--- src/rtl/mem_pkg.sv ---
// Shared encodings for the memory access unit: funct3 widths, FSM states, timeout default
// and small helpers that classify access width and lane offset.
package mem_pkg;

    localparam int TIMEOUT_CYCLES_DEFAULT = 64;

    localparam logic [2:0] F3_BYTE   = 3'b000;
    localparam logic [2:0] F3_HALF   = 3'b001;
    localparam logic [2:0] F3_WORD   = 3'b010;
    localparam logic [2:0] F3_BYTE_U = 3'b100;
    localparam logic [2:0] F3_HALF_U = 3'b101;

    typedef enum logic [1:0] {
        ST_IDLE = 2'b00,
        ST_WAIT = 2'b01,
        ST_DONE = 2'b10
    } mau_state_e;

    typedef enum logic [1:0] {
        W_BYTE = 2'b00,
        W_HALF = 2'b01,
        W_WORD = 2'b10
    } width_e;

    // Unsigned encodings exist only for loads; any unlisted code is a word access.
    function automatic width_e access_width(input logic [2:0] funct3, input logic is_store);
        width_e w;
        case (funct3)
            F3_BYTE:   w = W_BYTE;
            F3_HALF:   w = W_HALF;
            F3_BYTE_U: w = is_store ? W_WORD : W_BYTE;
            F3_HALF_U: w = is_store ? W_WORD : W_HALF;
            default:   w = W_WORD;
        endcase
        return w;
    endfunction

    function automatic logic [1:0] lane_offset(input width_e w, input logic [1:0] addr_lo);
        logic [1:0] off;
        case (w)
            W_BYTE:  off = addr_lo;
            W_HALF:  off = {addr_lo[1], 1'b0};
            default: off = 2'b00;
        endcase
        return off;
    endfunction

    function automatic logic is_misaligned(input width_e w, input logic [1:0] addr_lo);
        logic mis;
        case (w)
            W_HALF:  mis = addr_lo[0];
            W_WORD:  mis = (addr_lo != 2'b00);
            default: mis = 1'b0;
        endcase
        return mis;
    endfunction

endpackage

--- src/rtl/load_aligner.sv ---
// Combinational load formatter: picks the byte/half lane from a RAM word and
// sign- or zero-extends it according to funct3.
module load_aligner
    import mem_pkg::*;
(
    input  logic [31:0] rdata,
    input  logic [2:0]  funct3,
    input  logic [1:0]  offset,
    output logic [31:0] data
);

    logic [7:0]  byte_s;
    logic [15:0] half_s;
    width_e      width_s;

    // Lane extraction followed by extension; funct3[2] marks the unsigned forms.
    always_comb begin
        width_s = access_width(funct3, 1'b0);
        case (offset)
            2'b00:   byte_s = rdata[7:0];
            2'b01:   byte_s = rdata[15:8];
            2'b10:   byte_s = rdata[23:16];
            2'b11:   byte_s = rdata[31:24];
            default: byte_s = 8'h00;
        endcase
        half_s = offset[1] ? rdata[31:16] : rdata[15:0];
        case (width_s)
            W_BYTE:  data = funct3[2] ? {24'h000000, byte_s} : {{24{byte_s[7]}}, byte_s};
            W_HALF:  data = funct3[2] ? {16'h0000, half_s} : {{16{half_s[15]}}, half_s};
            default: data = rdata;
        endcase
    end

endmodule

--- src/rtl/mem_access_unit.sv ---
// Memory access stage: issues one RAM request per load/store, stalls upstream until it completes.
// Optional macro MEM_MISALIGN_TRAP_EN traps misaligned half/word accesses instead of forcing alignment.
module mem_access_unit
    import mem_pkg::*;
#(
    parameter int TIMEOUT_CYCLES = TIMEOUT_CYCLES_DEFAULT
) (
    input  logic        clk,
    input  logic        reset,
    input  logic        in_valid,
    input  logic [31:0] in_alu_rd_result,
    input  logic [31:0] in_store_data,
    input  logic        in_mem_read,
    input  logic        in_mem_write,
    input  logic [2:0]  in_funct3,
    input  logic [4:0]  in_rd_address,
    input  logic        in_reg_write_data_src,
    input  logic        in_reg_write_enable,
    input  logic [31:0] in_next_pc_data,
    output logic        ram_req,
    output logic        ram_we,
    output logic [31:0] ram_addr,
    output logic [31:0] ram_wdata,
    output logic [3:0]  ram_wstrb,
    input  logic        ram_ready,
    input  logic [31:0] ram_rdata,
    output logic        out_valid,
    output logic [31:0] out_ram_data,
    output logic [31:0] out_alu_rd_result,
    output logic [4:0]  out_rd_address,
    output logic        out_reg_write_data_src,
    output logic        out_reg_write_enable,
    output logic [31:0] out_next_pc_data,
    output logic        mem_stall,
    output logic        misalign_fault,
    output logic        bus_fault
);

    localparam int CNT_W = $clog2(TIMEOUT_CYCLES + 1);

    mau_state_e  state_r, state_next_s;
    logic [CNT_W-1:0] cnt_r, cnt_next_s, cnt_inc_s;
    logic [31:0] load_r, load_next_s;
    logic        bus_fault_r, bus_fault_next_s;
    logic        misalign_r, misalign_next_s;
    logic        capture_s, req_s, mem_op_s, misalign_s;

    logic [31:0] h_addr_r, h_data_r, h_pc_r;
    logic        h_read_r, h_write_r, h_src_r, h_we_r;
    logic [2:0]  h_funct3_r;
    logic [4:0]  h_rd_r;

    logic [31:0] sel_addr_s, sel_data_s, aligned_s, wdata_s;
    logic        sel_read_s, sel_write_s;
    logic [2:0]  sel_funct3_s;
    logic [1:0]  offset_s;
    logic [3:0]  strb_s;
    width_e      width_s;

    assign mem_op_s  = in_valid & (in_mem_read | in_mem_write);
    assign cnt_inc_s = cnt_r + {{(CNT_W-1){1'b0}}, 1'b1};

    // Live inputs drive the request in IDLE; held copies keep it stable afterwards.
    always_comb begin
        if (state_r == ST_IDLE) begin
            sel_addr_s   = in_alu_rd_result;
            sel_data_s   = in_store_data;
            sel_read_s   = in_mem_read;
            sel_write_s  = in_mem_write;
            sel_funct3_s = in_funct3;
        end else begin
            sel_addr_s   = h_addr_r;
            sel_data_s   = h_data_r;
            sel_read_s   = h_read_r;
            sel_write_s  = h_write_r;
            sel_funct3_s = h_funct3_r;
        end
    end

    assign width_s  = access_width(sel_funct3_s, sel_write_s);
    assign offset_s = lane_offset(width_s, sel_addr_s[1:0]);
`ifdef MEM_MISALIGN_TRAP_EN
    assign misalign_s = is_misaligned(width_s, sel_addr_s[1:0]);
`else
    assign misalign_s = 1'b0;
`endif

    load_aligner u_load_aligner (
        .rdata  (ram_rdata),
        .funct3 (sel_funct3_s),
        .offset (offset_s),
        .data   (aligned_s)
    );

    // Store strobes and lane-replicated write data.
    always_comb begin
        case (width_s)
            W_BYTE: begin
                strb_s  = 4'b0001 << offset_s;
                wdata_s = {4{sel_data_s[7:0]}};
            end
            W_HALF: begin
                strb_s  = 4'b0011 << {offset_s[1], 1'b0};
                wdata_s = {2{sel_data_s[15:0]}};
            end
            default: begin
                strb_s  = 4'b1111;
                wdata_s = sel_data_s;
            end
        endcase
    end

    // Next-state, timeout counter, load register and fault flag updates.
    always_comb begin
        state_next_s     = state_r;
        cnt_next_s       = cnt_r;
        load_next_s      = load_r;
        bus_fault_next_s = 1'b0;
        misalign_next_s  = 1'b0;
        capture_s        = 1'b0;
        req_s            = 1'b0;
        case (state_r)
            ST_IDLE: begin
                cnt_next_s = {CNT_W{1'b0}};
                if (mem_op_s) begin
                    capture_s = 1'b1;
                    if (misalign_s) begin
                        state_next_s    = ST_DONE;
                        misalign_next_s = 1'b1;
                        load_next_s     = 32'h0;
                    end else if (ram_ready) begin
                        req_s        = 1'b1;
                        state_next_s = ST_DONE;
                        load_next_s  = sel_read_s ? aligned_s : 32'h0;
                    end else begin
                        req_s        = 1'b1;
                        state_next_s = ST_WAIT;
                    end
                end else begin
                    state_next_s = ST_IDLE;
                end
            end
            ST_WAIT: begin
                req_s = 1'b1;
                if (ram_ready) begin
                    state_next_s = ST_DONE;
                    load_next_s  = sel_read_s ? aligned_s : 32'h0;
                end else if (cnt_inc_s == CNT_W'(TIMEOUT_CYCLES)) begin
                    state_next_s     = ST_DONE;
                    bus_fault_next_s = 1'b1;
                    load_next_s      = 32'h0;
                    cnt_next_s       = cnt_inc_s;
                end else begin
                    cnt_next_s = cnt_inc_s;
                end
            end
            ST_DONE: begin
                state_next_s = ST_IDLE;
                cnt_next_s   = {CNT_W{1'b0}};
            end
            default: begin
                state_next_s = ST_IDLE;
                cnt_next_s   = {CNT_W{1'b0}};
            end
        endcase
    end

    // Control state registers.
    always_ff @(posedge clk) begin
        if (reset) begin
            state_r     <= ST_IDLE;
            cnt_r       <= {CNT_W{1'b0}};
            load_r      <= 32'h0;
            bus_fault_r <= 1'b0;
            misalign_r  <= 1'b0;
        end else begin
            state_r     <= state_next_s;
            cnt_r       <= cnt_next_s;
            load_r      <= load_next_s;
            bus_fault_r <= bus_fault_next_s;
            misalign_r  <= misalign_next_s;
        end
    end

    // Hold the EX/MEM entry for the duration of an access.
    always_ff @(posedge clk) begin
        if (reset) begin
            h_addr_r   <= 32'h0;
            h_data_r   <= 32'h0;
            h_pc_r     <= 32'h0;
            h_read_r   <= 1'b0;
            h_write_r  <= 1'b0;
            h_src_r    <= 1'b0;
            h_we_r     <= 1'b0;
            h_funct3_r <= 3'b000;
            h_rd_r     <= 5'd0;
        end else if (capture_s) begin
            h_addr_r   <= in_alu_rd_result;
            h_data_r   <= in_store_data;
            h_pc_r     <= in_next_pc_data;
            h_read_r   <= in_mem_read;
            h_write_r  <= in_mem_write;
            h_src_r    <= in_reg_write_data_src;
            h_we_r     <= in_reg_write_enable;
            h_funct3_r <= in_funct3;
            h_rd_r     <= in_rd_address;
        end else begin
            h_addr_r <= h_addr_r;
        end
    end

    // RAM request port; quiet whenever no request is active.
    always_comb begin
        ram_req   = 1'b0;
        ram_we    = 1'b0;
        ram_addr  = 32'h0;
        ram_wdata = 32'h0;
        ram_wstrb = 4'h0;
        if (req_s && !reset) begin
            ram_req   = 1'b1;
            ram_we    = sel_write_s;
            ram_addr  = {sel_addr_s[31:2], 2'b00};
            ram_wdata = sel_write_s ? wdata_s : 32'h0;
            ram_wstrb = sel_write_s ? strb_s : 4'h0;
        end else begin
            ram_req = 1'b0;
        end
    end

    // MEM/WB side: pass-through in IDLE, held entry once an access is in flight.
    always_comb begin
        out_valid              = 1'b0;
        mem_stall              = 1'b0;
        out_ram_data           = 32'h0;
        out_alu_rd_result      = h_addr_r;
        out_rd_address         = h_rd_r;
        out_reg_write_data_src = h_src_r;
        out_reg_write_enable   = h_we_r;
        out_next_pc_data       = h_pc_r;
        if (reset) begin
            out_valid = 1'b0;
        end else begin
            case (state_r)
                ST_IDLE: begin
                    out_valid              = in_valid & ~mem_op_s;
                    mem_stall              = mem_op_s;
                    out_alu_rd_result      = in_alu_rd_result;
                    out_rd_address         = in_rd_address;
                    out_reg_write_data_src = in_reg_write_data_src;
                    out_reg_write_enable   = in_reg_write_enable;
                    out_next_pc_data       = in_next_pc_data;
                end
                ST_WAIT: mem_stall = 1'b1;
                ST_DONE: begin
                    out_valid            = 1'b1;
                    out_ram_data         = h_read_r ? load_r : 32'h0;
                    out_reg_write_enable = h_we_r & ~bus_fault_r & ~misalign_r;
                end
                default: out_valid = 1'b0;
            endcase
        end
    end

    assign bus_fault      = bus_fault_r;
    assign misalign_fault = misalign_r;

endmodule

--- config.mk ---
export PLATFORM = sky130hd
export DESIGN_NAME = mem_access_unit
export DESIGN_NICKNAME = d
export VERILOG_FILES = /design/src/rtl/mem_pkg.sv /design/src/rtl/load_aligner.sv /design/src/rtl/mem_access_unit.sv
export SDC_FILE = /design/constraint.sdc
export NUM_CORES = 1
export LEC_CHECK = 0
export ABC_AREA = 1
export CORE_ASPECT_RATIO = 1.5
export CORE_UTILIZATION = 41
export CTS_CLUSTER_DIAMETER = 30
export DETAILED_ROUTE_END_ITERATION = 12
export PLACE_DENSITY = 0.78
export SETUP_SLACK_MARGIN = 0.1
export SLEW_MARGIN = 20
export SYNTH_ARGS = -nofsm -noshare
export SYNTH_HDL_FRONTEND = slang
export SYNTH_SLANG_ARGS = --single-unit
export TNS_END_PERCENT = 20
--- constraint.sdc ---
create_clock -name clk -period 3.3 [get_ports clk]
set_clock_uncertainty 0.2 [all_clocks]
set_input_delay 0.99 -clock clk [delete_from_list [all_inputs] [get_ports clk]]
set_output_delay 0.99 -clock clk [all_outputs]
set_load 0.05 [all_outputs]
# Word level (Yosys, flattened, before mapping)
# Cells that the tools add are included.
# totals
in_bits	144
output_inout_bits	177
register_bits	150
elab_cells	105
# classes
muxes	55
reduce_logical	13
add_sub_neg	1
eq_ne	14
n_bitwise	7
shift	2
# op_table
op	n
$mux W32	18
$pmux W32 S2	3
$pmux W8 S4	1
$mux W16	1
$mux W1	12
$mux W2	6
$pmux W2 S2	3
$mux W5	2
$eq A2 B1 Y1 const B	4
$logic_not A2 Y1	4
$mux W4	2
$pmux W1 S2	4
$pmux W2 S4	1
$pmux W4 S2	1
$add A7 B1 Y7 const B	1
$eq A7 B7 Y1 const B	1
$eq A2 B2 Y1 const B	3
$eq A3 B3 Y1 const B	2
$reduce_or A2 Y1	3
$ne A2 B2 Y1 const B	2
$reduce_and A4 Y1	1
$shl A1 B2 Y4 const A	1
$shl A2 B2 Y4 const A	1
$and A1 B1 Y1	3
other kinds (10)	12

# Logic depth before layout (Yosys ltp)
# Gate-level depths: netlist of the first run.
# logic_depth
depth_word	14
ltp_mapped	16
mapped_depth_nobuf	15

# Cells and area by module
# From an unflattened synthesis of the first run, not the netlist that was laid out.
# unflattened
hier_cells	1298
hier_area_um2	8745.9
# by_module_without_submodules
module	seq_area_each_um2	area_per_inst_um2	instances	cells_each
mem_access_unit	3002.9	7825.0	1	1135
load_aligner	0.0	920.9	1	163

# Least setup slack after synthesis of the first run
# No wires, ideal clock.
# synth_path
path_kind	input to output
start	input in_mem_write
end	output ram_addr[30]
setup_slack_ns	-1.831
required_ns	2.110
cell_stages	10
arrival_ns	3.941
n_path_buf	2
cell_sequence	o21ai_1 > nor2_1 > inv_2 > nand2_1 > inv_2 > nor2_1 > inv_1 > clkbuf_1 > buf_1 > a211oi_1
# synth_between
elab_chain_cells	6
# synth_rtl
element	line	rtl
start: declaration	mem_access_unit.sv:14	input logic in_mem_write,
$or A1 B1 Y1	mem_access_unit.sv:60	assign mem_op_s = in_valid & (in_mem_read | in_mem_write);
$and A1 B1 Y1	mem_access_unit.sv:60	
$mux W1	mem_access_unit.sv:125	if (mem_op_s) begin
$pmux W1 S2	mem_access_unit.sv:122	case (state_r)
$logic_and A1 B1 Y1	mem_access_unit.sv:219	if (req_s && !reset) begin
$mux W32	mem_access_unit.sv:219	
end: declaration	mem_access_unit.sv:22	output logic [31:0] ram_addr,
# Every way passes these cells.

# Worst setup path in the final report of the first run
# layout_path
start	input in_mem_write
end	output ram_wdata[12]
# layout_between
elab_chain_cells	7
word_cells_on_any_way	14
cone_classes	eq/ne (1); mux (9); bitwise (2); reduce/logical (2)
# layout_rtl
element	line	rtl
$mux W1	mem_access_unit.sv:65	if (state_r == ST_IDLE) begin
$mux W2 (on tied branches)	mem_pkg.sv:32, mem_pkg.sv:31	
$pmux W2 S4	mem_pkg.sv:28	case (funct3)
$eq A2 B1 Y1 / $logic_not A2 Y1 (equally long branches)	mem_access_unit.sv:97	case (width_s)
$pmux W32 S2	mem_access_unit.sv:97	
$mux W32	mem_access_unit.sv:223	ram_wdata = sel_write_s ? wdata_s : 32'h0;
$mux W32 (*)	mem_access_unit.sv:219	
end: declaration	mem_access_unit.sv:23	output logic [31:0] ram_wdata,
# Mark *: on every way between the ends. The rest lies on a longest branch, timed or not.

==> results.yml, run 1 <==
cells_and_area:
  nets: 1901
  syn_to_final_growth_pct: 98.8
  layout_common_cells: "236 x nand2_1, 196 x buf_12, 154 x inv_1, 148 x dfxtp_1, 136 x clkdlybuf4s50_1"
  finalNonFillerCells: 2040
  drive_gt1_frac: 0.362
  final_core_util: 0.831
  layout_commonest_cell: "nand2_1"
sta:
  final.setup.tns_ns: -22.41
  slew_violations: 0
  maxSlewHeadroom: 0.446
  rsz0062_at_grt: "yes"
  hold_viol: 0
  tightest_slew_ns: 0.831
  worst_hold_slack_ns: 0.253
  fmax_mhz: 273
  fin_crit_sh: 1.11
  setup_violations: 115
  layout_setup_ws_ns: -0.364
  fin_crit_ns: 3.66
power_and_ir_drop:
  ir_drop_mv: 0.371
  p_leak_uw: 0.00700
  powerDensity_nw_per_um2: 417
  total_power_uw: 7280
clock_network:
  path_clk_slew_ns: 0.06
  clock_path_buffers: 2
  clock_latency_ns: 0.44
  clockRootBuffer: "clkbuf_16"
  cts_tree: "done"
  cts_made_buffers: 17
  cts_max_level: 4
  ctsHoldBuffers: 0
  clock_sinks: 150
yosys:
  synth.avg_cell_area_um2: 6.56
  ys_warn_count: 0
  synth_cell_type_count: 42
  synth_cells: 1337
  synth-seq-area-share: 0.342
  ys_seq_elements: 150
  syn_area_um2: 8770
job:
  maxCapViolCount: 0
setup_path:
  worst_setup_path_start_kind: "input pin"
  worstPathArrival_ns: 2.47
  worst-setup-path-type: "in2out"
  slowest_delay_ns: 0.17
  critPathBufInv: 7
  cp.required_ns: 2.11
  crit_fanout: 12
  cp_common_cell: "nor2_4"
  cpMaxStageDelayCell: "buf_12"
  end_kind: "primary output"
  crit_chain: "buf_8, o21ai_4, nor2_4, inv_4, nand2_4, inv_4, nor2_4, clkinv_4, nor2_4, buf_12, buf_4, o221ai_4, nor2_4, buf_12"
  crit_family: "buffers and inverters"
status:
  violations: "negative setup slack"
  outcome: "finished with violations"
die:
  core-area_um2: 21000
  die_y_um: 181
  num_io_pins: 321
  placementRows: 65
  die_x_um: 121
  start_util: 0.418
  design.die.area_um2: 22000
detailed_routing:
  wl_um: 39400
  drcViolationCount: 0
  vias: 11400
  avgRoutedWirePerCell_um: 19.3
  vias_per_cell: 5.60
  ant_nets: 0
  first_pass_iters: 8
  drt_iter0_markers: 1140
placed_design:
  port_buffers: 317
  place_inst: 1932
  finalWeightedCongestion: 0.904
  hpwl_um: 25200
grt:
  first_global_vias: 11400
  grt_max_degree: 94
  grt_pass1_wl_um: 59900
  groute.usage.overall: 0.351
  antenna_found_initial: 3
  grt_overflow: 0
min_path:
  min_path_type: "reg2reg"
-- metal layers --
layer  GRT usage  routed length (um)  share of wire
met5           0                  10        0.00025
met2       0.608               20200           0.51
met4       0.268                2910          0.074
met3      0.0805                2780          0.070
met1       0.359               13500           0.34
-- cell type report --
| cell class | count | area [um^2] |
|---|---|---|
| Antenna cell | 3 | 7.51 |
| Clock buffer | 18 | 429 |
| Clock inverter | 14 | 126 |
| Fill cell | 1102 | 3550 |
| Inverter | 171 | 673 |
| Multi-Input combinational cell | 918 | 6130 |
| Sequential cell | 150 | 3010 |
| Tap cell | 268 | 335 |
| Timing Repair Buffer | 498 | 6730 |
-- cells in the mapped netlist (all sizes together) --
library cell	instances	share of area
o22ai	1	0.00071
conb	1	0.00043
inv	168	0.072
nand3	26	0.019
nand2	276	0.13
o221ai	5	0.0050
a31oi	2	0.0014
a211oi	52	0.045
o21ai	172	0.10
ha	1	0.0014
nor3b	32	0.027
nor2	153	0.070
o221a	1	0.0013
nor3	4	0.0023
a21oi	133	0.080
clkinv	3	0.0014
nand4	2	0.0014
a221oi	37	0.037
xor2	5	0.0050
o211ai	10	0.0086
or2	1	0.00071
and3	1	0.00071
dfxtp	150	0.34
buf	13	0.012
clkbuf	88	0.038
-- report_power, final --
part	internal [uW]	switching [uW]	leakage, uW
combinational	1420	1950	0.00550
sequential	1950	52.1	0.00124
clock	1040	858	0.000265
-- stage by stage --
| stage | instance area (um^2) | setup slack (ns) |
|---|---|---|
| 2_1_floorplan | 9770 | -0.587 |
| 3_3_place_gp | 15600 | -0.875 |
| 3_5_place_dp | 15600 | -0.927 |
| 4_1_cts | 17100 | -0.303 |
| 5_1_grt | 17400 | -0.450 |
| 6_report | 17400 | -0.364 |
-- repair_timing --
action | in CTS | in global routing
endpoints found under the hold margin | 0 | 0
gates cloned | 3 | 1
buffers inserted | 58 | 11
setup endpoints to repair | 226 | 198
resized for setup | 136 | 67
pin swaps | 27 | 14
-- worst reg2reg max path, delay by kind of cell, from the launching register on --
family / cells / cell delay, ns
simple gates: 11 / 1.08
buf+inv: 6 / 0.96
compound gates: 1 / 0.07
flops: 1 / 0.39
-- sequential cells by signal, summed over array words and instances (netlist names), 2 cells and up --
register / cells
cnt_r: 7
h_addr_r: 32
h_rd_r: 5
h_pc_r: 32
load_r: 32
h_funct3_r: 3
state_r: 2
h_data_r: 32
-- final timing paths --
kind | start | cells past startpoint | end | slack (ns)
worst max register to register | state_r[0] | 18 | load_r[8] | 0.46
worst min-delay path | h_data_r[21] | 2 | h_data_r[21] | 0.25
worst min register to register | h_data_r[21] | 2 | h_data_r[21] | 0.25
worst max-delay path | in_mem_write | 14 | ram_wdata[12] | -0.36
-- cells by family after synthesis --
family	count (synthesis)	share of synthesized area
AOI/OAI and AO/OA	413	0.279
xor gates and xnor gates	5	0.00499
adders and majority gates	1	0.00143
buffers and inverters	272	0.123
DFF	150	0.342
other	1	0.000427
and+or+nand+nor	495	0.249
Power figures use the tool's default switching activity.
==> run 2: changes to the inputs <==
--- a/config.mk
+++ b/config.mk
@@ -10,6 +10,7 @@
 export CORE_UTILIZATION = 41
 export CTS_CLUSTER_DIAMETER = 30
 export DETAILED_ROUTE_END_ITERATION = 12
+export MAX_ROUTING_LAYER = met4
 export PLACE_DENSITY = 0.78
 export SETUP_SLACK_MARGIN = 0.1
 export SLEW_MARGIN = 20
==> run 2 against run 1 <==
The flow still finishes with violations (negative setup slack). Global-route usage increased by 0.48 points. Via count down 1.1%. Sequential share of layout area is 0.21 points higher. Largest cell class unchanged. Highest routed layer is now met4.
==> results.yml, run 2 (synthesis results as in run 1) <==
detailed_routing:
  vias_per_cell: 5.61
  drcViolationCount: 0
  ant_nets: 0
  avgRoutedWirePerCell_um: 19.0
  drt_iter0_markers: 835
  wl_um: 38200
  first_pass_iters: 5
  vias: 11300
placed_design:
  hpwl_um: 25300
  placed_cell_area_um2: 15600
  finalWeightedCongestion: 0.899
  place_inst: 1931
  port_buffers: 317
cells_and_area:
  nets: 1875
  finalNonFillerCells: 2014
  nFillCells: 1189
  final_core_util: 0.820
  drive_gt1_frac: 0.343
  syn_to_final_growth_pct: 96.1
  layout_common_cells: "244 x nand2_1, 198 x buf_12, 156 x inv_1, 148 x dfxtp_1, 136 x clkdlybuf4s50_1"
  layout_commonest_cell: "nand2_1"
  final_area_um2: 17200
power_and_ir_drop:
  powerDensity_nw_per_um2: 432
  clkPwrFrac: 0.281
  swShare: 0.380
  p_sw_uw: 2820
  p_int_uw: 4610
  p_seq_frac: 0.270
  total_power_uw: 7430
  ir_drop_mv: 0.332
  pwr-share-comb: 0.449
  p_leak_uw: 0.00685
die:
  die_y_um: 181
  die_x_um: 121
  start_util: 0.418
  placementRows: 65
  num_io_pins: 321
  core-area_um2: 21000
  design.die.area_um2: 22000
setup_path:
  end_kind: "primary output"
  worst-setup-path-type: "in2out"
  slowest_delay_ns: 0.18
  cp.required_ns: 2.11
  cpMaxStageDelayCell: "buf_12"
  worst_setup_path_start_kind: "input pin"
  crit_fanout: 12
  reg2reg_depth: 9
  crit_chain: "buf_8, o21ai_4, nor2_4, inv_4, nand2_2, inv_2, nor2_4, clkinv_4, nor2_4, buf_12, buf_4, o221ai_4, nor2_4, buf_12"
  worstPathArrival_ns: 2.48
  cp_common_cell: "nor2_4"
clock_network:
  cts_max_level: 4
  ctsHoldBuffers: 0
  clock_latency_ns: 0.43
  cts_made_buffers: 17
  cts_tree: "done"
  clock_sinks: 150
  clockRootBuffer: "clkbuf_16"
  path_clk_slew_ns: 0.07
  clock_path_buffers: 2
grt:
  grt_max_degree: 93
  grt_overflow: 0
  first_global_vias: 11300
  antenna_found_initial: 2
  grt_pass1_wl_um: 59400
  groute.usage.overall: 0.355
status:
  violations: "negative setup slack"
  outcome: "finished with violations"
sta:
  fmax_mhz: 272
  slew_violations: 0
  hold_viol: 0
  tightest_slew_ns: 0.825
  layout_setup_ws_ns: -0.373
  setup_violations: 161
  fin_crit_sh: 1.11
  rsz0062_at_grt: "yes"
  fin_crit_ns: 3.67
  worst_hold_slack_ns: 0.256
  maxSlewHeadroom: 0.450
job:
  maxCapViolCount: 0
min_path:
  hold_path_depth: 2
  min_path_type: "reg2reg"
==> run 2: cell count changes in the layout (fill, tap and decap cells not counted), moves of 3 or more <==
cell,previous run,this run
nor2_2,5,2
nand2_1,236,244
clkinv_2,5,2
buf_4,134,112
o21ai_4,12,9
o21ai_2,40,43
buf_6,20,16
nand2_4,15,10
nand2_2,24,21
inv_6,5,2
nor3b_1,0,3
==> run 2: cell type report <==
| type | count | area [um^2] | share of cell area |
|---|---|---|---|
| Clock buffer | 19 | 453 | 0.0263 |
| Antenna cell | 3 | 7.51 | 0.000436 |
| Inverter | 171 | 666 | 0.0387 |
| Tap cell | 268 | 335 | 0.0195 |
| Timing Repair Buffer | 473 | 6550 | 0.381 |
| Multi-Input combinational cell | 917 | 6020 | 0.350 |
| Sequential cell | 150 | 3010 | 0.175 |
| Clock inverter | 13 | 171 | 0.00996 |
==> run 2: power groups by stage <==
| stage | clock (uW) | combinational, uW | sequential (uW) |
|---|---|---|---|
| finish | 2090 | 3340 | 2000 |
| global route | 2190 | 3500 | 2010 |
| CTS | 2110 | 3250 | 2000 |
| detailed placement | 0 | 3010 | 2040 |
| global placement | 0 | 2960 | 2030 |
| floorplan | 0 | 1660 | 2020 |
==> run 2: final timing paths <==
path / from / slack [ns] / end
worst max-delay path: in_mem_read / -0.37 / ram_wdata[28]
worst min-delay path: h_data_r[29] / 0.26 / h_data_r[29]
worst max register to register: state_r[1] / 0.43 / h_pc_r[22]
worst min register to register: h_data_r[29] / 0.26 / h_data_r[29]
==> run 2: routing by layer <==
layer	vias to the layer above	share of wire	track usage
li1	5192	-	-
met1	5340	0.34	0.348
met2	580	0.52	0.608
met3	183	0.066	0.0758
met4	0	0.077	0.264
met5	-	0	-
==> run 2: through the flow <==
stage | worst slack [ns] | TNS (ns)
global placement | -0.864 | -85.01
finish | -0.373 | -24.70
floorplan | -0.587 | -81.65
global route | -0.418 | -34.06
detailed placement | -0.940 | -95.92
CTS | -0.322 | -22.69
==> run 2: critical path: cells and delay by family <==
family / cells / cell delay, ns
buf+inv: 7 / 0.72
simple gates: 5 / 0.57
compound gates: 2 / 0.20
==> run 2: timing repair <==
| action | in CTS | in global routing |
|---|---|---|
| cloned | 3 | 0 |
| pin swaps | 27 | 13 |
| resized for setup | 139 | 21 |
| setup buffers | 40 | 10 |
| setup endpoints to repair | 226 | 198 |
==> run 3: changes to the inputs <==
--- a/config.mk
+++ b/config.mk
@@ -11,7 +11,7 @@
 export CTS_CLUSTER_DIAMETER = 30
 export DETAILED_ROUTE_END_ITERATION = 12
 export MAX_ROUTING_LAYER = met4
-export PLACE_DENSITY = 0.78
+export PLACE_DENSITY = 0.74
 export SETUP_SLACK_MARGIN = 0.1
 export SLEW_MARGIN = 20
 export SYNTH_ARGS = -nofsm -noshare
==> run 3 against run 2 <==
Global-route usage fell by 0.53 points. Total power fell by 2.5%. Cell count fell by 0.40%. The flow still finishes with violations (negative setup slack). Combinational power barely moved.
==> results.yml, run 3 (synthesis results as in run 1) <==
status:
  outcome: "finished with violations"
  violations: "negative setup slack"
setup_path:
  reg2reg_depth: 18
  crit_fanout: 5
  cp.required_ns: 2.11
  reg2reg_from: "state_r[0]"
  r2r_end: "load_r[22]"
  r2r_slack_ns: 0.46
  end_kind: "primary output"
  worst-setup-path-type: "in2out"
  worstPathArrival_ns: 2.51
  crit_end: "ram_wdata[15]"
  worst_setup_path_start_kind: "input pin"
  crit_start: "in_valid"
grt:
  first_global_vias: 11200
  antenna_found_initial: 3
  groute.usage.overall: 0.350
  grt_pass1_wl_um: 58300
  grt_max_degree: 98
  grt_overflow: 0
placed_design:
  finalWeightedCongestion: 0.910
  port_buffers: 317
  hpwl_um: 25100
  place_inst: 1928
detailed_routing:
  avgRoutedWirePerCell_um: 18.8
  ant_nets: 0
  drcViolationCount: 0
  first_pass_iters: 5
  vias_per_cell: 5.54
  drt_iter0_markers: 786
  wl_um: 37800
  vias: 11100
clock_network:
  clock_sinks: 150
  ctsHoldBuffers: 0
  cts_max_level: 4
  clock_path_buffers: 2
  clockRootBuffer: "clkbuf_16"
  clock_latency_ns: 0.42
  path_clk_slew_ns: 0.06
  cts_made_buffers: 17
  cts_tree: "done"
sta:
  worst_hold_slack_ns: 0.255
  maxSlewHeadroom: 0.490
  rsz0062_at_grt: "yes"
  setup_violations: 69
  hold_viol: 0
  tightest_slew_ns: 0.757
  fin_crit_ns: 3.70
  layout_setup_ws_ns: -0.401
  fin_crit_sh: 1.12
  fmax_mhz: 270
  slew_violations: 0
  final.setup.tns_ns: -19.20
cells_and_area:
  seq_area_um2: 3010
  nets: 1869
  drive_gt1_frac: 0.363
  layout_commonest_cell: "nand2_1"
  syn_to_final_growth_pct: 97.6
  nFillCells: 1193
  multi_input_area_um2: 6350
  layout_common_cells: "228 x nand2_1, 189 x buf_12, 156 x inv_1, 148 x dfxtp_1, 137 x clkdlybuf4s50_1"
  finalNonFillerCells: 2006
die:
  placementRows: 65
  core-area_um2: 21000
  die_x_um: 121
  die_y_um: 181
  start_util: 0.418
  num_io_pins: 321
  design.die.area_um2: 22000
min_path:
  min_path_type: "reg2reg"
  hold_path_depth: 2
power_and_ir_drop:
  powerDensity_nw_per_um2: 418
  p_leak_uw: 0.00726
  ir_drop_mv: 0.356
job:
  maxCapViolCount: 0
==> run 3: changes by cell type in the layout (fill, tap and decap cells not counted), moves of 3 or more <==
cell / before / now
buf_8: 4 / 9
buf_12: 198 / 189
nor3b_2: 27 / 3
nand2_1: 244 / 228
buf_6: 16 / 21
o21ai_4: 9 / 12
o21ai_1: 31 / 7
o21ai_2: 43 / 63
nand2_2: 21 / 39
buf_4: 112 / 106
nor3b_1: 3 / 0
nor3b_4: 2 / 29
==> run 3: timing repair <==
action,in CTS,in global routing
pin swaps,39,38
buffers inserted,38,5
endpoints found under the setup margin,237,174
hold endpoints to repair,0,0
gates resized for setup,192,50
cloned,2,0
==> run 3: critical path, cell delays in order <==
cell and delay, ns:
buf_8 0.08, o21ai_4 0.07, nor2_4 0.13, inv_4 0.04, nand2_2 0.06, inv_2 0.05
nor2_4 0.13, clkinv_4 0.09, nor2_4 0.17, buf_12 0.16, o211ai_1 0.11, buf_4 0.18
nor2_4 0.11, buf_12 0.14
==> run 3: per-stage QoR <==
stage | util | total power (uW) | cell area [um^2] | setup WS [ns]
floorplan | - | 3690 | 9770 | -0.587
global placement | 0.736 | 4970 | 15400 | -0.886
detailed placement | 0.736 | 5010 | 15400 | -0.939
CTS | 0.814 | 7150 | 17100 | -0.380
global route | 0.826 | 7510 | 17300 | -0.478
finish | 0.826 | 7240 | 17300 | -0.401
==> run 3: area by class of cell <==
class | instances | area share
antenna | 3 | 0.000433
multi-input combinational | 917 | 0.366
clock inverter | 11 | 0.00736
inverter | 171 | 0.0380
tap | 268 | 0.0193
timing repair buffer | 467 | 0.370
clock buffer | 19 | 0.0250
sequential | 150 | 0.173
==> run 3: power breakdown <==
part,switching (uW),internal (uW)
Combinational,1930,1380
Clock,816,1110
Sequential,49.2,1950
Total,2800,4450
==> run 3: worst min-delay path by stage <==
stage,startpoint,end
2_1_floorplan,h_data_r[27],h_data_r[27]
3_3_place_gp,h_pc_r[23],h_pc_r[23]
3_5_place_dp,h_data_r[19],h_data_r[19]
4_1_cts,h_data_r[18],h_data_r[18]
5_1_grt,h_data_r[18],h_data_r[18]
6_report,h_data_r[18],h_data_r[18]
==> run 3: routing by layer <==
layer  vias to the layer above  GRT usage  part of all wire  routed length (um)
met4                         0      0.209             0.060                2280
met3                       144     0.0625             0.062                2350
met5                         -          -                 0                   0
li1                       5168          -                 -                   -
met1                      5292      0.342              0.35               13100
met2                       518      0.631              0.53               20000
==> RTL edit 1, RTL diff (flow settings as in run 3) <==
Encoding of `mau_state_e`: now one-hot (3 bits for 3 states).
--- a/src/rtl/mem_pkg.sv
+++ b/src/rtl/mem_pkg.sv
@@ -12,6 +12,6 @@
 
-    typedef enum logic [1:0] {
-        ST_IDLE = 2'b00,
-        ST_WAIT = 2'b01,
-        ST_DONE = 2'b10
+    typedef enum logic [2:0] {
+        ST_IDLE = 3'b001,
+        ST_WAIT = 3'b010,
+        ST_DONE = 3'b100
     } mau_state_e;
Check against the original RTL: same outputs for any inputs over 4 cycles, from zero or initial values and one cycle with reset high; so few cycles prove little.
==> RTL edit 1 against run 3 <==
The run still ends with setup timing left. Cell count increased by 5.9%. Synthesized area increased by 0.20%. Maximum frequency decreased by 4.2%. Combinational power about the same. Non-clock buffer count increased by 49. Routed wire length increased by 0.96%. Critical path depth decreased by 2. Design area decreased by 5.9%. Power increased by 1.7%. Setup slack got worse by 0.16 ns. Sequential share of layout area increased by 1.2 points. Sequential cell count increased by 1. Count of clock-buffer cells in the layout decreased by 2. Largest cell class unchanged. Largest power group unchanged.
==> RTL edit 1: results (changes against run 3) <==
[cts]
post_cts_buffers = 46  ; +21%
h-tree-depth = 4  ; unchanged
cts_resized = 235  ; +22%

[outcome]
outcome = complete, but fails checks
failed_checks = setup timing

[synthesis]
synth-seq-area-share = 0.344  ; +0.00160
postSynthCellCount = 1396  ; +4.4%
synthTopCellsByArea = dfxtp_1 34%, nand2_1 14%, nor2_1 9.9%
yosysUniqueCellTypes = 44  ; +4.8%
synthTopCellsByCount = 327 x nand2_1, 231 x nor2_1, 162 x o21ai_0

[route]
dr.pass1.iters = 7  ; +2
drt_iter0_markers = 890  ; +13%
wl_mm = 38.1  ; +0.96%
vias = 11400  ; +2.3%

[global_route]
grt_pass1_wl_mm = 56.2  ; -3.7%
use_met2 = 0.585  ; -0.0457
use_met3 = 0.0717  ; +0.00915
use_met1 = 0.338  ; -0.00486
antenna_found_initial = 7  ; +4
grt.total_usage = 0.338  ; -0.0121
grt_start_max_net_pins = 93  ; -5.1%

[finish]
fillCellCount = 1408  ; +18%
drive_gt1_frac = 0.342  ; -0.0202
fin_cells = 2125  ; +5.9%

[placed_design]
placed_cell_area_um2 = 14200  ; -8.3%
port_buffers = 317  ; unchanged
place.gp.congestion = 0.981  ; +7.8%
dp.cells = 2027  ; +5.1%
dp_hpwl_mm = 24.6  ; -1.9%
place_ws_ns = -0.868  ; +0.0711 ns

[sta]
fin_setup_tns_ns = -11.19  ; +8.02 ns
fin_ws_ns = -0.561  ; -0.161 ns
worstMarginPinSlew_ns = 0.924  ; +0.167 ns
setup-violations-final = 73  ; +5.8%

[power_and_ir_drop]
peakVddDrop_mv = 0.450  ; +27%
p_leak_nw = 6.95  ; -4.2%

[hold_path]
min_from = h_data_r[18]$_SDFFE_PP0P_

[critical_path]
max_stage_delay_ns = 0.20  ; +0.02 ns
reg2reg_from = state_r[1]$_SDFFE_PP0N_
crit_start = in_mem_write
arrival_ns = 2.67  ; +0.16 ns
reg2regPathDepth = 23  ; +5

[RTL edit 1: worst paths after layout]
kind / end / slack, ns
worst min register to register: h_data_r[18]$_SDFFE_PP0P_ / 0.26
worst max-delay path: ram_wdata[15] / -0.56
worst max register to register: load_r[29]$_SDFFE_PP0P_ / 0.21
worst min-delay path: h_data_r[18]$_SDFFE_PP0P_ / 0.26
[RTL edit 1: cell families (layout without fill, tap and decap cells)]
kind of cell / after synthesis / in the layout / share of synthesized area
compound gates: 347 / 347 / 0.225
xor+xnor: 6 / 6 / 0.00598
fa+ha+maj: 1 / 1 / 0.00142
buf+inv: 234 / 683 / 0.109
flops: 151 / 151 / 0.344
other cells: 1 / 11 / 0.000427
simple gates: 656 / 658 / 0.314
[RTL edit 1: report_power, final]
| group | switching, mW | internal [mW] |
|---|---|---|
| combinational | 1.91 | 1.40 |
| sequential | 0.0673 | 1.97 |
| clock | 0.840 | 1.19 |
[RTL edit 1: cell type report]
cell class / instances / area, um2 / share of cell area
inverter: 136 / 547 / 0.0335
clock inverter: 14 / 176 / 0.0108
sequential: 151 / 3030 / 0.186
multi-input combinational: 1015 / 5640 / 0.345
tap: 268 / 335 / 0.0205
clock buffer: 17 / 425 / 0.0261
antenna: 8 / 20.0 / 0.00123
timing repair buffer: 516 / 6150 / 0.377
[RTL edit 1: worst max-delay path, delay by kind of cell]
kind	cells	cell delay, ns
AO/OA/AOI/OAI	2	0.34
buffers and inverters	6	0.85
AND/OR/NAND/NOR	4	0.48
[RTL edit 1: layer usage]
metal  share of wire  routed length, um
met1            0.36              13700
met5               0                  0
met2            0.51              19600
met3           0.064               2440
met4           0.064               2460
==> RTL edit 2, RTL diff (config.mk and constraints of run 3) <==
Without the edit above. Change the package constant `TIMEOUT_CYCLES_DEFAULT` from 64 to 128.
--- a/src/rtl/mem_pkg.sv
+++ b/src/rtl/mem_pkg.sv
@@ -4,3 +4,3 @@
 
-    localparam int TIMEOUT_CYCLES_DEFAULT = 64;
+    localparam int TIMEOUT_CYCLES_DEFAULT = 128;
 
Behaviour: no difference found for any inputs over 4 cycles, from zero or initial values and one cycle with reset high; that may be too few to reach the edited logic, so the function may still have changed.
==> RTL edit 2 against run 3 <==
Non-clock buffer count rose by 35. Via count is 7.9% higher. Power increased by 4.5%. Synthesized area rose by 0.74%. Sequential cell count is 1 higher. Critical path depth is 2 lower. Setup slack worse by 0.035 ns. Routed wire length increased by 17%. Critical path type is now reg2out. Design area grew 4.7%. The flow still finishes with violations (setup timing). Largest cell class unchanged.
==> RTL edit 2: results (changes against run 3) <==
[synthesis]
synth_xor_area_frac = 0.00595  ; +0.000954
yosys.area_share.adder = 0.00142  ; -0.0000105
yosysUniqueCellTypes = 41  ; -2.4%
synthTopCellsByArea = dfxtp_1 34%, o21ai_0 12%, nand2_1 12%
synth-compound-area-share = 0.267  ; -0.0124
synthTopCellsByCount = 292 x nand2_1, 220 x o21ai_0, 151 x dfxtp_1, 151 x nor2_1, 149 x inv_1
synth-seq-area-share = 0.342  ; about the same

[route]
drt_iter0_markers = 1046  ; +33%
vias = 12000  ; +7.9%
wire_per_inst_um = 21.1  ; +12%
dr.pass1.iters = 8  ; +3

[hold_path]
min_path_type = reg2reg

[cts]
h-tree-depth = 4  ; unchanged
clock_path_buffers = 2  ; unchanged
cts-buffers-inserted = 17  ; unchanged
clock_latency_ns = 0.44  ; +0.02 ns

[placed_design]
dp_hpwl_mm = 25.8  ; +2.7%
placed_cell_area_um2 = 15700  ; +1.7%
place_ws_ns = -0.733  ; +0.206 ns
place.gp.congestion = 0.986  ; +8.3%

[sta]
worstMarginPinSlew_ns = 0.951  ; +0.195 ns
fin_ws_ns = -0.436  ; -0.0353 ns
setup-violations-final = 111  ; +61%

[finish]
drive_gt1_frac = 0.388  ; +0.0255
nets = 1959  ; +4.8%
fillCellCount = 1038  ; -13%

[critical_path]
arrival_ns = 2.55  ; +0.04 ns
max_stage_delay_ns = 0.39  ; +0.21 ns
crit_fanout = 12  ; +7
crit_path_top_delay_cell = dfxtp_4

[power_and_ir_drop]
peakVddDrop_mv = 0.396  ; +11%
p_leak_nw = 7.37  ; +1.6%

[global_route]
use_met3 = 0.0820  ; +0.0195
use_met1 = 0.341  ; -0.00156
grt_pass1_vias = 11300  ; +1.2%
use_met2 = 0.616  ; -0.0151
grt.total_usage = 0.352  ; +0.00226
grt_start_max_net_pins = 103  ; +5.1%
grt_pass1_wl_mm = 58.8  ; +0.79%
antenna_found_initial = 8  ; +5

[outcome]
failed_checks = setup timing
outcome = complete, but fails checks

==> RTL edit 2: changes by cell type after synthesis, moves of 4 or more <==
cell / before / now
o221ai_1: 5 / 1
a21oi_1: 123 / 146
nand2_1: 254 / 292
a221oi_1: 37 / 0
inv_1: 162 / 149
a31oi_1: 2 / 15
or2_2: 1 / 6
a211oi_1: 52 / 30
o21ai_0: 166 / 220
==> RTL edit 2: tightest hold or removal path: stages, from the launching register on <==
cell and delay (ns):
dfxtp_1 0.31, nand2_1 0.06, a21oi_1 0.06
==> RTL edit 2: where the power goes <==
group,switching [mW],leakage [nW],internal (mW),total (mW)
Combinational,2.04,5.84,1.51,3.55
Clock,0.852,0.288,1.15,2.01
Sequential,0.0563,1.24,1.96,2.02
Total,2.95,7.37,4.62,7.57
==> RTL edit 2: path summary, 6_finish.rpt <==
kind                      startpoint                      end  slack [ns]  cells after the start
min          load_r[12]$_SDFFE_PP0P_  load_r[12]$_SDFFE_PP0P_        0.27                      2
max          state_r[0]$_SDFFE_PP0N_            ram_wdata[29]       -0.44                     12
max reg2reg  state_r[0]$_SDFFE_PP0N_  h_pc_r[19]$_SDFFE_PP0P_        0.38                      8
min reg2reg  load_r[12]$_SDFFE_PP0P_  load_r[12]$_SDFFE_PP0P_        0.27                      2
==> RTL edit 2: layout make-up <==
type                    count  area, um2  area share
diodes                      8       20.0     0.00110
multi-input cells         987       6730       0.370
inverters                 155        597      0.0329
well taps                 268        335      0.0185
clock inverters            11        119     0.00655
repair buffers            502       6870       0.378
flip-flops and latches    151       3030       0.167
clock buffers              21        460      0.0254
==> RTL edit 2: cell families after synthesis <==
kind of cell / Yosys count
buffers and inverters: 259
other: 1
AOI/OAI and AO/OA: 437
and+or+nand+nor: 540
adders and majority gates: 1
DFF: 151
xor gates and xnor gates: 6
==> RTL edit 2: through the flow <==
stage / util / hold slack (ns) / setup TNS, ns / std cells
after global routing: 0.862 / 0.286 / -20.92 / 2103
after floorplan: - / 0.225 / -42.46 / 1397
final: 0.862 / 0.267 / -14.27 / 2103
after global placement: 0.746 / 0.236 / -78.61 / 2011
after CTS: 0.823 / 0.254 / -9.45 / 2061
after detailed placement: 0.746 / 0.243 / -87.56 / 2011
==> RTL edit 2: timing repair <==
item,CTS,global route
gates resized for setup,239,130
setup buffers,16,32
pin swaps,39,51
setup endpoints to repair,233,212
cloned,3,5
==> RTL edit 2: routing by layer <==
layer | wire (um) | vias to the layer above
li1 | - | 5371
met1 | 14700 | 5701
met2 | 22900 | 662
met3 | 3520 | 262
met4 | 3300 | 0
met5 | 0 | -
